`src/rtl/survival_wave_if.sv`:
```
// Bundle of game-control signals between the frame/key front end and
// survival_wave_ctrl.
interface survival_wave_if;
    logic       startOfFrame;
    logic       startN;
    logic       gameOver;
    logic [7:0] ballActive;
    logic       startGame;
    logic       SMBallDR;
    logic       spawnReq;
    logic [2:0] spawnIdx;
    logic [3:0] level;
    logic [6:0] secLeft;
    logic       tc;

    modport master (
        output startOfFrame, startN, gameOver, ballActive,
        input  startGame, SMBallDR, spawnReq, spawnIdx,
        input  level, secLeft, tc
    );

    modport slave (
        input  startOfFrame, startN, gameOver, ballActive,
        output startGame, SMBallDR, spawnReq, spawnIdx,
        output level, secLeft, tc
    );
endinterface

```
`src/rtl/survival_wave_ctrl.sv`:
```
// Survival-round controller: round timer, difficulty ramp and ball
// spawn scheduling for a frame-paced arcade game.
module survival_wave_ctrl #(
    parameter int FRAMES_PER_SEC = 60,
    parameter int ROUND_SEC      = 60,
    parameter int LEVEL_SEC      = 15,
    parameter int SPAWN_BASE     = 120,
    parameter int SPAWN_STEP     = 15,
    parameter int SPAWN_MIN      = 30
) (
    input  logic           clk,
    input  logic           reset,
    survival_wave_if.slave bus
);
    typedef enum logic [1:0] {IDLE, PLAY, WIN, LOSE} state_t;

    localparam logic [11:0] FPS_M1 = 12'(FRAMES_PER_SEC - 1);
    localparam logic [6:0]  ROUND7 = 7'(ROUND_SEC);
    localparam logic [6:0]  LVL_M1 = 7'(LEVEL_SEC - 1);
    localparam logic [11:0] BASE12 = 12'(SPAWN_BASE);
    localparam logic [11:0] STEP12 = 12'(SPAWN_STEP);
    localparam logic [11:0] MIN12  = 12'(SPAWN_MIN);

    state_t      state_q, state_d;
    logic [11:0] frame_cnt_q, frame_cnt_d;
    logic [11:0] intv_cnt_q, intv_cnt_d;
    logic [6:0]  lvl_sec_q, lvl_sec_d;
    logic [6:0]  sec_left_q, sec_left_d;
    logic [3:0]  level_q, level_d;
    logic        pending_q, pending_d;
    logic        start_game_q, start_game_d;
    logic        draw_q, draw_d;
    logic        spawn_req_q, spawn_req_d;
    logic [2:0]  spawn_idx_q, spawn_idx_d;
    logic        tc_q, tc_d;

    logic [11:0] step_prod;
    logic [11:0] reload;
    logic [2:0]  free_idx;
    logic        free_any;
    logic        expire;
    logic        spawn;

    // Interval shrinks with level but clamps at the floor without wrapping.
    always_comb begin
        step_prod = 12'(level_q) * STEP12;
        if (step_prod >= BASE12 || (BASE12 - step_prod) < MIN12)
            reload = MIN12;
        else
            reload = BASE12 - step_prod;
    end

    always_comb begin
        free_any = 1'b0;
        free_idx = 3'd0;
        for (int i = 7; i >= 0; i--) begin
            if (!bus.ballActive[i]) begin
                free_any = 1'b1;
                free_idx = 3'(i);
            end
        end
    end

    always_comb begin
        state_d      = state_q;
        frame_cnt_d  = frame_cnt_q;
        intv_cnt_d   = intv_cnt_q;
        lvl_sec_d    = lvl_sec_q;
        sec_left_d   = sec_left_q;
        level_d      = level_q;
        pending_d    = pending_q;
        start_game_d = 1'b0;
        spawn_req_d  = 1'b0;
        spawn_idx_d  = 3'd0;
        tc_d         = 1'b0;
        expire       = 1'b0;
        spawn        = 1'b0;
        unique case (state_q)
            IDLE: begin
                if (!bus.startN) begin
                    state_d      = PLAY;
                    start_game_d = 1'b1;
                    frame_cnt_d  = 12'd0;
                    sec_left_d   = ROUND7;
                    level_d      = 4'd0;
                    lvl_sec_d    = 7'd0;
                    intv_cnt_d   = BASE12;
                    pending_d    = 1'b0;
                end
            end
            PLAY: begin
                if (bus.startOfFrame) begin
                    if (frame_cnt_q == FPS_M1) begin
                        frame_cnt_d = 12'd0;
                        if (sec_left_q != 7'd0) begin
                            sec_left_d = sec_left_q - 7'd1;
                            if (sec_left_q == 7'd1) begin
                                tc_d    = 1'b1;
                                state_d = WIN;
                            end
                            if (lvl_sec_q == LVL_M1) begin
                                lvl_sec_d = 7'd0;
                                if (level_q != 4'hF)
                                    level_d = level_q + 4'd1;
                            end else begin
                                lvl_sec_d = lvl_sec_q + 7'd1;
                            end
                        end
                    end else begin
                        frame_cnt_d = frame_cnt_q + 12'd1;
                    end
                    // Counter never rests at 0: the frame that would reach 0 reloads.
                    if (intv_cnt_q <= 12'd1) begin
                        intv_cnt_d = reload;
                        expire     = 1'b1;
                    end else begin
                        intv_cnt_d = intv_cnt_q - 12'd1;
                    end
                end
                if (bus.gameOver)
                    state_d = LOSE;
                spawn = (state_d == PLAY) && pending_q && free_any && !spawn_req_q;
                if (spawn) begin
                    spawn_req_d = 1'b1;
                    spawn_idx_d = free_idx;
                end
                pending_d = (pending_q && !spawn) || expire;
            end
            default: begin
            end
        endcase
        draw_d = (state_d == PLAY);
    end

    always_ff @(posedge clk) begin
        if (reset) begin
            state_q      <= IDLE;
            frame_cnt_q  <= 12'd0;
            intv_cnt_q   <= BASE12;
            lvl_sec_q    <= 7'd0;
            sec_left_q   <= ROUND7;
            level_q      <= 4'd0;
            pending_q    <= 1'b0;
            start_game_q <= 1'b0;
            draw_q       <= 1'b0;
            spawn_req_q  <= 1'b0;
            spawn_idx_q  <= 3'd0;
            tc_q         <= 1'b0;
        end else begin
            state_q      <= state_d;
            frame_cnt_q  <= frame_cnt_d;
            intv_cnt_q   <= intv_cnt_d;
            lvl_sec_q    <= lvl_sec_d;
            sec_left_q   <= sec_left_d;
            level_q      <= level_d;
            pending_q    <= pending_d;
            start_game_q <= start_game_d;
            draw_q       <= draw_d;
            spawn_req_q  <= spawn_req_d;
            spawn_idx_q  <= spawn_idx_d;
            tc_q         <= tc_d;
        end
    end

    assign bus.startGame = start_game_q;
    assign bus.SMBallDR  = draw_q;
    assign bus.spawnReq  = spawn_req_q;
    assign bus.spawnIdx  = spawn_idx_q;
    assign bus.level     = level_q;
    assign bus.secLeft   = sec_left_q;
    assign bus.tc        = tc_q;
endmodule
```
`src/flat_wrapper.sv`:
```
// flat-port wrapper written by rule: the top's interface ports become plain ports
module survival_wave_ctrl_flat 
#(
    parameter int FRAMES_PER_SEC = 60,
    parameter int ROUND_SEC      = 60,
    parameter int LEVEL_SEC      = 15,
    parameter int SPAWN_BASE     = 120,
    parameter int SPAWN_STEP     = 15,
    parameter int SPAWN_MIN      = 30
)
  (clk, reset, bus_startOfFrame, bus_startN, bus_gameOver, bus_ballActive, bus_startGame, bus_SMBallDR, bus_spawnReq, bus_spawnIdx, bus_level, bus_secLeft, bus_tc);
  survival_wave_if bus_i ();
  input  logic clk;
  input  logic reset;
  input wire logic [$bits(bus_i.startOfFrame)-1:0] bus_startOfFrame;
  input wire logic [$bits(bus_i.startN)-1:0] bus_startN;
  input wire logic [$bits(bus_i.gameOver)-1:0] bus_gameOver;
  input wire logic [$bits(bus_i.ballActive)-1:0] bus_ballActive;
  output wire logic [$bits(bus_i.startGame)-1:0] bus_startGame;
  output wire logic [$bits(bus_i.SMBallDR)-1:0] bus_SMBallDR;
  output wire logic [$bits(bus_i.spawnReq)-1:0] bus_spawnReq;
  output wire logic [$bits(bus_i.spawnIdx)-1:0] bus_spawnIdx;
  output wire logic [$bits(bus_i.level)-1:0] bus_level;
  output wire logic [$bits(bus_i.secLeft)-1:0] bus_secLeft;
  output wire logic [$bits(bus_i.tc)-1:0] bus_tc;
  assign bus_i.startOfFrame = bus_startOfFrame;
  assign bus_i.startN = bus_startN;
  assign bus_i.gameOver = bus_gameOver;
  assign bus_i.ballActive = bus_ballActive;
  assign bus_startGame = bus_i.startGame;
  assign bus_SMBallDR = bus_i.SMBallDR;
  assign bus_spawnReq = bus_i.spawnReq;
  assign bus_spawnIdx = bus_i.spawnIdx;
  assign bus_level = bus_i.level;
  assign bus_secLeft = bus_i.secLeft;
  assign bus_tc = bus_i.tc;
  survival_wave_ctrl #(.FRAMES_PER_SEC(FRAMES_PER_SEC), .ROUND_SEC(ROUND_SEC), .LEVEL_SEC(LEVEL_SEC), .SPAWN_BASE(SPAWN_BASE), .SPAWN_STEP(SPAWN_STEP), .SPAWN_MIN(SPAWN_MIN)) u_core (.clk(clk), .reset(reset), .bus(bus_i));
endmodule
```
`config.mk`:
```
export PLATFORM = sky130hd
export DESIGN_NAME = survival_wave_ctrl_flat
export DESIGN_NICKNAME = d
export VERILOG_FILES = /design/src/rtl/survival_wave_if.sv /design/src/rtl/survival_wave_ctrl.sv /design/src/flat_wrapper.sv
export SDC_FILE = /design/constraint.sdc
export NUM_CORES = 1
export LEC_CHECK = 0
export ABC_AREA = 1
export BUFFER_PORTS_ARGS = -buffer_cell sky130_fd_sc_hd__clkbuf_2
export CAP_MARGIN = 20
export CORE_MARGIN = 8
export CORE_UTILIZATION = 66
export CTS_BUF_LIST = sky130_fd_sc_hd__clkbuf_2
export DETAILED_ROUTE_END_ITERATION = 7
export GPL_TIMING_DRIVEN = 0
export HOLD_SLACK_MARGIN = 0.02
export PLACE_DENSITY_LB_ADDON = 0.12
export SLEW_MARGIN = 5
export SYNTH_ARGS = -nofsm -noshare
export SYNTH_HDL_FRONTEND = slang
export SYNTH_SLANG_ARGS = --single-unit
```
`constraint.sdc`:
```
create_clock -name clk -period 6.6 [get_ports clk]
set_input_delay 0.66 -clock clk [delete_from_list [all_inputs] [get_ports clk]]
set_output_delay 0.66 -clock clk [all_outputs]
set_load 0.02 [all_outputs]
```
==> reports/qor.txt <==
Max Slew Vio Count: 0
Syn. warnings: 0
ys flop type: dfxtp_1
floorplan core area: 5140 sq um
worst path arrival time: 3910 ps
crit share post-route: 53.42%
Critical Path RT: 6990 ps
CP max-delay cell: dfxtp_1
row cnt: 26
fmax: 283.6 MHz
Vias: 3392
Worst VDD drop: 0.0001443 V
sequential power share: 52.0%
pwr dens: 173.4 nW/um^2
largest net degree at the start of global routing: 19
CP Capture Type: flip-flop
final global-route overflow total: 0
Placed Area: 3789 sq um
Antenna Nets Post-Route: 0
P_int: 0.4203 mW
starting density of the core: 69.08%
Final #Nets: 587
Ports: 31
Hold Fails Final Rpt: 0
mapped cell area: 3551 sq um
CTS Sinks: 52
slowest stage delay, CP: 690 ps
vias per cell: 5.498
Fill cells: 444
Worst setup SP type: flip-flop
most frequent cell on the critical path: nand2_1
Hold Path Class: input pin to flip-flop
layout overhead on the synthesized area: 8.175%
Psw: 0.2457 mW
layout cell share with drive strength beyond 1: 12.07%
register area share after synthesis: 29.32%
total nets after synthesis: 550
DP HPWL: 6321 microns
number of remaining DRC errors: 0
Register Area: 1041 sq um
Gate power share: 26.5%
RSZ-0062 raised after global routing: no
#FFs+latches synth: 52
relative max-transition margin: 66.17%
IO Port Bufs: 30
DRT iter0 DRCs: 206
fin crit period: 3526 ps
Max Cap Viol: 0
Root Buffer: clkbuf_2
EDFF count, synth: 0
CP bufs+invs: 3
Pre-Repair DR Iteration Count: 6
CTS max path bufs: 2
status: completed
postcts setup bufs: 0
hold buffer count at cts: 0
Detailed Route WL: 7986 microns
switching part of the total: 36.89%
most common cell after layout, fill and taps aside: nand2_1
Routability Congestion: 0.9330
Gate Count Post-Synth: 509
CP max FO: 11
chip height: 89.35 microns
commonest cells after routing, fill and taps aside: nand2_1 (101), inv_1 (75), nor2_1 (61)
post-synth cell types: 48
Gates resized, CTS repair: 0
vias in the first global route: 3222
leak pwr: 1.729 nW
first-pass GRT wire length: 13560 microns
Async SR Flop Fraction: 0%
clk_skew: 19.59 ps
Slew @ Worst Pin: 507.4 ps
Clock Power Share: 21.5%
cell chain of the critical path: fa_1 > fa_1 > inv_1 > fa_1 > inv_1 > nand2_1 > nand2_1 > inv_1 > nand2_1 > nor2_1 > nand2_1 > nand3_1 > nor2_2 > nand2_1 > nand2_2 > nand2_1 > a21oi_1
CTS buffer count: 5
die area: 7983 sq um
initial antenna violation count: 0
GRT Util Overall: 21.22%
CTS clock-pin slew for the worst setup and hold paths: 300 ps
Setup TNS: 0 ps
CP Class: flip-flop to flip-flop
Multi-input gate area: 2151 sq um
CTS tree: yes
final instance area: 3841 sq um
final core occ: 74.73%
DR WL/cell: 12.94 microns
# setup viols final: 0
later-pin clock latency in the skew report: 450 ps
die width: 89.35 microns
Avg Cell Area, Syn: 6.976 sq um
n_diodes: 0
CTS H-tree depth: 2
delay-heaviest family, CP: adder cells
## final cells by class
| cell class | instances | area share, % |
|---|---|---|
| clock inverter | 3 | 0.7166 |
| inverter | 81 | 8.436 |
| sequential | 52 | 27.10 |
| buffer | 7 | 0.9121 |
| clock buffer | 5 | 0.6515 |
| tap | 70 | 2.280 |
| timing repair buffer | 30 | 3.909 |
| multi-input combinational | 369 | 55.99 |
## through the flow
stage / power (mW) / hold WS [ps] / std cells / worst slack (ps)
floorplan: 0.4843 / 447.3 / 509 / 3347
global placement: 0.5210 / 455.8 / 609 / 3205
detailed placement: 0.5270 / 483.3 / 609 / 3152
CTS: 0.6681 / 393.6 / 617 / 3089
global route: 0.7094 / 336.6 / 617 / 2793
finish: 0.6660 / 417.8 / 617 / 3074
## kinds of logic after synthesis
logic type / after synthesis / share of synthesized area (%)
XOR/XNOR: 14 / 3.453
flip-flops: 52 / 29.32
AO/OA/AOI/OAI: 80 / 13.25
adder cells (fa/ha/maj): 28 / 10.92
AND/OR/NAND/NOR: 247 / 32.95
buffers and inverters: 88 / 10.11
## cells in the mapped netlist, drive strengths merged, types with 3 or more instances
master | instances | area (sq um)
a21oi | 37 | 188.9
a31oi | 6 | 43.79
clkbuf | 5 | 18.77
dfxtp | 52 | 1041
fa | 5 | 100.1
ha | 23 | 287.8
inv | 79 | 299.0
nand2 | 103 | 405.4
nand3 | 33 | 170.2
nand3b | 3 | 22.52
nand4 | 13 | 87.58
nor2 | 67 | 304.0
nor3 | 18 | 110.1
nor4 | 8 | 56.30
o211ai | 3 | 22.52
o21ai | 24 | 135.1
xnor2 | 4 | 35.03
xor2 | 10 | 87.58
## power groups by stage
stage                     sequential (mW)  clock, mW  combinational (mW)
after floorplan                     0.356          0               0.129
after global placement              0.351          0               0.170
after detailed placement            0.352          0               0.175
after CTS                           0.346      0.146               0.176
after global routing                0.349      0.163               0.197
final                               0.346      0.143               0.176
## worst reg2reg max path, delay by kind of cell (launching register included)
| kind | cells | cell delay (ps) |
|---|---|---|
| adders and majority gates | 3 | 1470 |
| and+or+nand+nor | 10 | 960 |
| buffers and inverters | 3 | 230 |
| DFF | 1 | 690 |
| AOI/OAI and AO/OA | 1 | 120 |
## path summary, 6_finish.rpt
check	startpoint	end	slack, ps	depth (start not counted)
setup / recovery	u_core.bus.level[2]	u_core.intv_cnt_q[9]	3070	17
hold / removal	bus_ballActive[1]	u_core.bus.spawnIdx[1]	420	3
setup reg to reg	u_core.bus.level[2]	u_core.intv_cnt_q[9]	3070	17
hold reg to reg	u_core.pending_q	u_core.pending_q	520	2
## registers in the layout, indices dropped and copies added, names as in the netlist, 2 cells and up
register and cells:
u_core.state_q 2, u_core.bus.level 4, u_core.bus.secLeft 7, u_core.bus.spawnIdx 3, u_core.lvl_sec_q 7, u_core.intv_cnt_q 12, u_core.frame_cnt_q 12
## per-layer routing
layer  vias up  track usage [%]  part of all wire (%)
met5         -                0                     0
met4         0            7.855                   1.6
met3        15            3.585                   5.2
met2        91            36.77                    49
met1      1537            25.53                    45
li1       1749                -                     -
Note: power is estimated with default switching activity, not from simulation.
